File: src/rtl/des_key_sched.sv
`default_nettype none
// ============================================================================
//  Module      : des_key_sched
//  Description : Sequential DES key-schedule generator. Loads a 64-bit key and
//                presents the 16 48-bit round subkeys one per valid/ready
//                handshake, in encrypt order (K1..K16) or decrypt order
//                (K16..K1).
//  Ports       : i_clk, i_rst      clock / synchronous active-high reset
//                i_key[63:0]       DES key, i_key[63] = DES bit 1
//                i_decrypt         order select, sampled on the start edge
//                i_start           start request, honoured only when idle
//                o_busy            schedule in progress
//                o_subkey[47:0]    current subkey, o_subkey[47] = bit 1
//                o_round[3:0]      DES index of o_subkey minus 1
//                o_valid, i_ready  subkey handshake
//                o_par_err         (DES_KS_PARITY_CHECK_EN only) key byte
//                                  with even parity seen at start
//  Options     : `define DES_KS_PARITY_CHECK_EN adds the parity-check output.
//  Revision    : 1.0  initial release
// ============================================================================
module des_key_sched (
    input  logic        i_clk,
    input  logic        i_rst,
    input  logic [63:0] i_key,
    input  logic        i_decrypt,
    input  logic        i_start,
    output logic        o_busy,
    output logic [47:0] o_subkey,
    output logic [3:0]  o_round,
    output logic        o_valid,
    input  logic        i_ready
`ifdef DES_KS_PARITY_CHECK_EN
    ,
    output logic        o_par_err
`endif
);

    localparam logic [0:0] ST_IDLE = 1'b0;
    localparam logic [0:0] ST_RUN  = 1'b1;

    // DES bit numbers (1 = MSB) of the source for each output position.
    localparam int PC1_TAB [56] = '{
        57, 49, 41, 33, 25, 17,  9,  1, 58, 50, 42, 34, 26, 18,
        10,  2, 59, 51, 43, 35, 27, 19, 11,  3, 60, 52, 44, 36,
        63, 55, 47, 39, 31, 23, 15,  7, 62, 54, 46, 38, 30, 22,
        14,  6, 61, 53, 45, 37, 29, 21, 13,  5, 28, 20, 12,  4};

    localparam int PC2_TAB [48] = '{
        14, 17, 11, 24,  1,  5,  3, 28, 15,  6, 21, 10,
        23, 19, 12,  4, 26,  8, 16,  7, 27, 20, 13,  2,
        41, 52, 31, 37, 47, 55, 30, 40, 51, 45, 33, 48,
        44, 49, 39, 56, 34, 53, 46, 42, 50, 36, 29, 32};

    function automatic logic [55:0] f_pc1(input logic [63:0] key);
        logic [55:0] r;
        r = '0;
        for (int i = 0; i < 56; i++) r[55-i] = key[64-PC1_TAB[i]];
        return r;
    endfunction

    function automatic logic [47:0] f_pc2(input logic [55:0] cd);
        logic [47:0] r;
        r = '0;
        for (int i = 0; i < 48; i++) r[47-i] = cd[56-PC2_TAB[i]];
        return r;
    endfunction

    // Shift table 1,1,2,2,2,2,2,2,1,2,2,2,2,2,2,1 indexed from 0.
    function automatic logic f_shift_one(input logic [3:0] idx);
        return (idx == 4'd0) || (idx == 4'd1) || (idx == 4'd8) || (idx == 4'd15);
    endfunction

    function automatic logic [27:0] f_rotl(input logic [27:0] x, input logic one);
        return one ? {x[26:0], x[27]} : {x[25:0], x[27:26]};
    endfunction

    function automatic logic [27:0] f_rotr(input logic [27:0] x, input logic one);
        return one ? {x[0], x[27:1]} : {x[1:0], x[27:2]};
    endfunction

    logic [0:0]  state_q, state_d;
    logic [27:0] creg_q, creg_d;
    logic [27:0] dreg_q, dreg_d;
    logic [3:0]  cnt_q, cnt_d;
    logic        mode_q, mode_d;

    logic [55:0] w_cd0;
    logic        w_start;
    logic        w_xfer;
    logic        w_last;
    logic [3:0]  w_sh_idx;
    logic        w_sh_one;

    assign w_cd0   = f_pc1(i_key);
    assign w_start = (state_q == ST_IDLE) && i_start;
    assign w_xfer  = (state_q == ST_RUN) && i_ready;
    assign w_last  = (cnt_q == 4'd15);

    // Encrypt: next subkey K(cnt+2) uses shift[cnt+2] (0-based cnt+1).
    // Decrypt: presented K(16-cnt); undoing its rotation uses 0-based 15-cnt.
    assign w_sh_idx = mode_q ? ~cnt_q : (cnt_q + 4'd1);
    assign w_sh_one = f_shift_one(w_sh_idx);

    // ---------------- FSM: state register ----------------
    always_ff @(posedge i_clk) begin
        if (i_rst) state_q <= ST_IDLE;
        else       state_q <= state_d;
    end

    // ---------------- FSM: next-state logic ----------------
    always_comb begin
        state_d = state_q;
        case (state_q)
            ST_IDLE: if (i_start)          state_d = ST_RUN;
            ST_RUN:  if (w_xfer && w_last) state_d = ST_IDLE;
            default:                       state_d = ST_IDLE;
        endcase
    end

    // ---------------- FSM: output logic ----------------
    always_comb begin
        o_busy  = 1'b0;
        o_valid = 1'b0;
        if (state_q == ST_RUN) begin
            o_busy  = 1'b1;
            o_valid = 1'b1;
        end
    end

    // ---------------- C/D datapath ----------------
    // C/D always hold the halves of the presented subkey, so the output is a
    // pure permutation of registers and naturally holds after completion.
    always_comb begin
        creg_d = creg_q;
        dreg_d = dreg_q;
        cnt_d  = cnt_q;
        mode_d = mode_q;
        if (w_start) begin
            mode_d = i_decrypt;
            cnt_d  = 4'd0;
            if (i_decrypt) begin
                // Total rotation over 16 rounds is 28, so C16/D16 = C0/D0.
                creg_d = w_cd0[55:28];
                dreg_d = w_cd0[27:0];
            end else begin
                creg_d = f_rotl(w_cd0[55:28], 1'b1);
                dreg_d = f_rotl(w_cd0[27:0], 1'b1);
            end
        end else if (w_xfer && !w_last) begin
            cnt_d = cnt_q + 4'd1;
            if (mode_q) begin
                creg_d = f_rotr(creg_q, w_sh_one);
                dreg_d = f_rotr(dreg_q, w_sh_one);
            end else begin
                creg_d = f_rotl(creg_q, w_sh_one);
                dreg_d = f_rotl(dreg_q, w_sh_one);
            end
        end
    end

    always_ff @(posedge i_clk) begin
        if (i_rst) begin
            creg_q <= '0;
            dreg_q <= '0;
            cnt_q  <= '0;
            mode_q <= 1'b0;
        end else begin
            creg_q <= creg_d;
            dreg_q <= dreg_d;
            cnt_q  <= cnt_d;
            mode_q <= mode_d;
        end
    end

    assign o_subkey = f_pc2({creg_q, dreg_q});
    assign o_round  = mode_q ? ~cnt_q : cnt_q;

`ifdef DES_KS_PARITY_CHECK_EN
    logic [7:0] w_byte_even;
    logic       par_err_q;

    for (genvar b = 0; b < 8; b++) begin : g_par
        assign w_byte_even[b] = ~^i_key[8*b +: 8];
    end

    always_ff @(posedge i_clk) begin
        if (i_rst)        par_err_q <= 1'b0;
        else if (w_start) par_err_q <= |w_byte_even;
    end

    assign o_par_err = par_err_q;
`else
    // Parity bits are dropped by PC-1 and have no other consumer here.
    logic w_unused_par;
    assign w_unused_par = ^{i_key[56], i_key[48], i_key[40], i_key[32],
                            i_key[24], i_key[16], i_key[8],  i_key[0]};
`endif

endmodule
`default_nettype wire

File: config.mk
export PLATFORM = sky130hd
export DESIGN_NAME = des_key_sched
export DESIGN_NICKNAME = d
export VERILOG_FILES = /design/src/rtl/des_key_sched.sv
export SDC_FILE = /design/constraint.sdc
export NUM_CORES = 1
export LEC_CHECK = 0
export CORE_UTILIZATION = 45
export DETAILED_ROUTE_END_ITERATION = 10
export PLACE_DENSITY = 0.74
export SYNTH_ARGS = -nofsm -noshare
export SYNTH_HDL_FRONTEND = slang
export SYNTH_SLANG_ARGS = --single-unit
File: constraint.sdc
create_clock -name i_clk -period 2.1 [get_ports i_clk]
set_clock_uncertainty 0.05 [all_clocks]
set_input_delay 0.315 -clock i_clk [delete_from_list [all_inputs] [get_ports i_clk]]
set_output_delay 0.315 -clock i_clk [all_outputs]
set_load 0.005 [all_outputs]
* Word level (Yosys, flattened, before mapping)
Index checks and enable logic that the tools add are counted.
** Storage, ports and cells
- Input bits :: 69
- Bits in registers :: 62
- Output and inout bits :: 54
** Operators by class
- $add $sub $neg :: 1
- Bitwise logic cells :: 2
- Reduce and logical (&&, ||, !) cells :: 11
- Mux-type cells :: 18
- Equality and inequality tests :: 4
** Operators by type and width (number)
- 2-to-1 mux 28 bit :: 12
- equality test 4 bit (second input constant) :: 3
- 2-to-1 mux 4 bit :: 2
- adder 4 x 1 -> 4 bit (second input constant) :: 1
- equality test 4 x 1 -> 1 bit (second input constant) :: 1
- logical AND 1 bit :: 4
- logical NOT 4 bit :: 1
- NOT 4 bit :: 1
- logical OR 1 bit :: 3
- 2-to-1 mux 1 bit :: 3
- one-hot mux 1 bit (2 select lines) :: 1
- nonzero test 2 bit :: 1
- OR reduction 2 bit :: 1
- logical NOT 1 bit :: 1
- NOT 1 bit :: 1

* Logic depth before layout (Yosys ltp)
- Word-level depth :: 10
- Depth in mapped cells :: 11
- Depth with buffers taken out :: 8

* Least setup slack after synthesis
Ideal clock, no wire load.
- Kind :: reg2reg
- From :: register mode_q
- To :: register dreg_q[6]
- Library setup time :: 0.092 ns
- Cell stages (with the launch flop) :: 11
- Period minus slack after synthesis :: 2.169 ns
- Required time :: 1.958 ns
- Setup slack :: -0.069 ns
- Arrival time :: 2.027 ns
- Path buffers :: 2
- Cell sequence :: dfxtp_1 -> buf_2 -> inv_1 -> ha_1 -> o2bb2ai_1 -> nor4_4 -> mux2_4 -> buf_6 -> mux2i_1 -> o31a_1 -> o32ai_1
** On the way
- Word-level cells in the longest chain between the ends :: 9
- Elaborated cells on any way between the ends :: 13
- Classes of those cells :: 3 x eq/ne; 6 x mux; 4 x reduce/logical
** Ends and longest elaborated chain
- start: declaration :: line 85 : logic mode_q, mode_d;
- start signal: assignment :: line 171 : mode_q <= mode_d;
- 2-to-1 mux 4 bit :: line 101 : assign w_sh_idx = mode_q ? ~cnt_q : (cnt_q + 4'd1);
- equality test 4 x 1 -> 1 bit or logical NOT 4 bit (tied branches) :: line 70 : return (idx == 4'd0) || (idx == 4'd1) || (idx == 4'd8) || (idx == 4'd15);
- logical OR 1 bit (3 in a row) :: line 70
- 2-to-1 mux 28 bit (on tied branches) :: line 74, 78
- 2-to-1 mux 28 bit * :: line 151 : if (mode_q) begin
- 2-to-1 mux 28 bit * :: line 149 : end else if (w_xfer && !w_last) begin
- 2-to-1 mux 28 bit * :: line 138 : if (w_start) begin
- end signal: assignment :: line 169 : dreg_q <= dreg_d;
- end: declaration :: line 83 : logic [27:0] dreg_q, dreg_d;
Mark *: on every way between the ends. The rest lies on a longest branch, timed or not. The select of a mux whose other input is x is not followed.
A chain may end at the register's enable or synchronous reset.

* Final worst setup path
- From :: register cnt_q[0]
- To :: register dreg_q[26]
** On the way
- Word-level cells in the longest chain between the ends :: 10
- Elaborated cells on any way between the ends :: 19
- Classes of those cells :: 1 x add/sub; 4 x eq/ne; 6 x mux; 1 x bitwise; 7 x reduce/logical
** Ends and longest elaborated chain
- start: declaration :: line 84 : logic [3:0] cnt_q, cnt_d;
- start signal: assignment :: line 170 : cnt_q <= cnt_d;
- adder 4 x 1 -> 4 bit or NOT 4 bit (tied branches) :: line 101
- 2-to-1 mux 4 bit :: line 101
- equality test 4 x 1 -> 1 bit or logical NOT 4 bit (tied branches) :: line 70
- logical OR 1 bit (3 in a row) :: line 70
- 2-to-1 mux 28 bit (on tied branches) :: line 74, 78
- 2-to-1 mux 28 bit :: line 151
- 2-to-1 mux 28 bit :: line 149
- 2-to-1 mux 28 bit :: line 138
Several ways; a longest one is shown, not always the timed one. The select of a mux whose other input is x is not followed.

==> results by group <==
Synth
  • Dominant synthesized flop cell: dfxtp_1
  • Synth cell types: 41
  • Number of synthesized flops with an enable pin: 0
  • Syn avg cell area: 6.90 sq um
  • Register area share after synthesis: 24.7%
  • Asr flop ratio synth: 0%
  • Syn Inst Count: 728
  • Syn nets: 800
  • Mapped Area: 0.00502 sq mm
  • Yosys warning total: 0
  • Yosys reg bits: 62

Critical path
  • Critical path class: flop to flop
  • Reg2reg start: cnt_q[0]$_SDFFE_PP0P_
  • CP endpoint: dreg_q[26]$_SDFFE_PP0P_
  • Slowest stage delay, CP: 370 ps
  • CP max FO: 5
  • Critical path origin: cnt_q[0]$_SDFFE_PP0P_
  • Critical path, cell by cell: inv_4, ha_4, o2bb2ai_2, nor4_4, buf_4, mux2_4, buf_12, mux2i_4, o31a_1, o32ai_2
  • WP data arrival: 2520 ps
  • Crit-path slowest cell: dfxtp_4
  • CP required: 2330 ps
  • Startpoint Class: flop
  • R2R Setup Slk: -190 ps
  • R2R cell count: 10
  • Critical Path Sink Type: flop
  • Reg-to-reg endpoint: dreg_q[26]$_SDFFE_PP0P_

STA
  • Max-slew violation count: 0
  • Setup violators final: 56
  • Fmax: 0.437 GHz
  • Tmin final: 2290 ps
  • Slack of the critical path: -191 ps
  • Tcrit/Tclk final: 109%
  • Slew @ Worst Pin: 367 ps
  • Fin Setup TNS: -6710 ps
  • Worst Hold Slack: 244 ps
  • Relative slew slack: 74.9%
  • RSZ-0062 raised after global routing: yes
  • Hold Fails Final Rpt: 0

Route
  • Routed Antenna Nets: 0
  • DRT Pass-1 Iters: 6
  • Drt via density: 6.08
  • Routed WL: 17.0 mm
  • Post-DR wirelength/cell: 18.0 microns
  • Via count: 5755
  • DRC Markers: 0
  • Initial DRC count: 551

Job
  • Max-cap check violation count: 0

Cells and area
  • Filler cell count in the final layout: 852
  • Nets: 874
  • Ant diodes: 0
  • Share of cells above drive strength 1: 23.5%
  • Sequential cell area: 0.00125 sq mm
  • Util after Layout: 65.4%
  • Area of the multi-input gates: 0.00357 sq mm
  • P&R area growth vs syn: 41.1%

Die
  • Initial core utilization: 46.4%
  • Top Ports: 123
  • Die area: 0.0116 sq mm
  • Core Region: 0.0108 sq mm
  • Cell row count: 38
  • Die width: 108 microns
  • Die H: 108 microns

Power
  • Sw frac: 34.7%
  • VDD IR max: 0.359 mV
  • Comb pwr share: 37.7%
  • Sequential share of power: 35.2%
  • Clock power frac: 27.0%
  • Pwr Density: 579 mW/mm^2
  • Psw: 1420 uW
  • Leakage: 0.00267 uW
  • Int Pwr: 2680 uW

CTS
  • Clock Latency Late Sink: 360 ps
  • CTS Buffer Depth: 2
  • Sink Count: 62
  • TritonCTS clock tree: done
  • H-tree Lvls: 3
  • Clock buffer count from CTS: 9
  • Hold-fix buffers, CTS: 0
  • Clk slew on worst S/H paths: 70 ps
  • Clock root buffer: clkbuf_8

Global route
  • Total GRT Usage: 28.2%
  • Number of global-route vias before repair: 5329
  • Antenna violations before repair: 0
  • Total grt overflow: 0
  • Global-route wire length before repair: 25.8 mm
  • Pin count of the biggest net entering global routing: 46

Min path
  • Hold Crit Depth: 2
  • Min-delay worst type: input pin to flop

Placement
  • Number of port buffers: 114
  • RD Place Congestion: 0.882
  • Post-DP HPWL: 11.0 mm

Outcome
  • Violated checks: setup timing
  • Status: finished with violations
## worst min path at each step
stage | from | to | slack (ps)
detailed placement | state_q$_SDFF_PP0_ | state_q$_SDFF_PP0_ | 520
finish | i_rst | mode_q$_SDFFE_PP0P_ | 240
floorplan | i_start | state_q$_SDFF_PP0_ | 430
global route | i_rst | mode_q$_SDFFE_PP0P_ | 250
CTS | i_rst | mode_q$_SDFFE_PP0P_ | 220
global placement | state_q$_SDFF_PP0_ | state_q$_SDFF_PP0_ | 500
## what timing repair did
| item | 4_1_cts | 5_1_grt |
|---|---|---|
| buffers inserted | 6 | 6 |
| pin swaps | 23 | 13 |
| gates resized for setup | 58 | 72 |
| endpoints found under the hold margin | 0 | 0 |
| gates cloned | 3 | 3 |
| setup endpoints to repair | 56 | 56 |
## logic make-up (layout without fill, tap and decap cells)
kind of cell	Yosys count	count (layout)	share of synthesized area, %
simple gates	253	253	20.1
xor+xnor	5	5	0.871
flops	62	62	24.7
fa+ha+maj	3	3	0.747
compound gates	230	230	28.0
buf+inv	112	191	12.9
mux	63	63	12.6
## layout make-up
cell class | count | area share [%]
multi-input cells | 554 | 50.4
repair buffers | 172 | 26.4
flip-flops and latches | 62 | 17.7
inverters | 3 | 0.229
clock buffers | 12 | 2.19
clock inverters | 4 | 0.635
well taps | 140 | 2.47
## cells in the mapped netlist, types with 2 or more instances
library cell  count  area (sq um)
buf_1             7          26.3
inv_1             3          11.3
nor3_1            6          30.0
ha_1              3          37.5
mux2i_1          62           621
buf_6             2          22.5
o32ai_1           3          26.3
nor2_1          116           435
dfxtp_1          62          1240
nand2_1         116           435
o21ai_0          26           130
a21oi_1         135           676
o31a_1           55           482
buf_2            13          65.1
clkbuf_1         35           131
xor2_1            4          35.0
buf_4            52           390
nor2b_1           2          12.5
nand3_1           4          20.0
## routing by layer
metal	GRT usage (%)	vias up	routed length [microns]
met5	0	-	0
met4	14.9	0	491
met3	3.75	52	1540
met2	44.6	356	7960
met1	37.1	2698	7030
li1	-	2649	-
## metrics by stage
stage,setup WS (ps),total power (uW),cells,instance area [sq um]
finish,-191,4100,947,7090
global route,-235,4290,947,7090
global placement,-97.7,2710,914,6220
floorplan,7.80,2260,728,5050
detailed placement,-162,2750,914,6220
CTS,-113,3950,939,6750
## worst max-delay path, delay by kind of cell (launching register included)
kind	cells	cell delay, ps
muxes	2	560
adders and majority gates	1	130
and+or+nand+nor	1	230
AOI/OAI and AO/OA	3	450
buffers and inverters	3	410
DFF	1	370
## power by group through the flow
stage	registers (uW)	logic (uW)	clock network, uW
2_1_floorplan	1410	849	0
3_3_place_gp	1440	1270	0
3_5_place_dp	1450	1300	0
4_1_cts	1420	1420	1110
5_1_grt	1460	1660	1160
6_report	1450	1550	1110
## state kept, by name, summed over array words and instances, names as in the netlist
signal / flops
cnt_q: 4
creg_q: 28
dreg_q: 28
mode_q: 1
state_q: 1
## cells in the final DEF (no fill, tap or decap), types with 2 or more instances in the layout
cell type / synthesis / final
nand2_2: 0 / 36
o21ai_0: 26 / 26
nand2_1: 116 / 74
buf_6: 2 / 7
xor2_1: 4 / 3
clkdlybuf4s50_1: 0 / 112
inv_4: 0 / 2
nor3_1: 6 / 5
dfxtp_1: 62 / 57
ha_4: 0 / 3
mux2i_1: 62 / 60
nand2_4: 0 / 6
buf_12: 0 / 16
mux2i_4: 0 / 2
clkinv_2: 0 / 3
dfxtp_4: 0 / 3
a21oi_2: 0 / 47
clkbuf_8: 0 / 11
nand3_1: 4 / 4
buf_4: 52 / 32
o31a_1: 55 / 55
o32ai_2: 0 / 3
nor2_1: 116 / 116
clkbuf_16: 0 / 3
dfxtp_2: 0 / 2
a21oi_1: 135 / 88
nor2b_2: 0 / 2
Note: power is estimated with default switching activity, not from simulation.
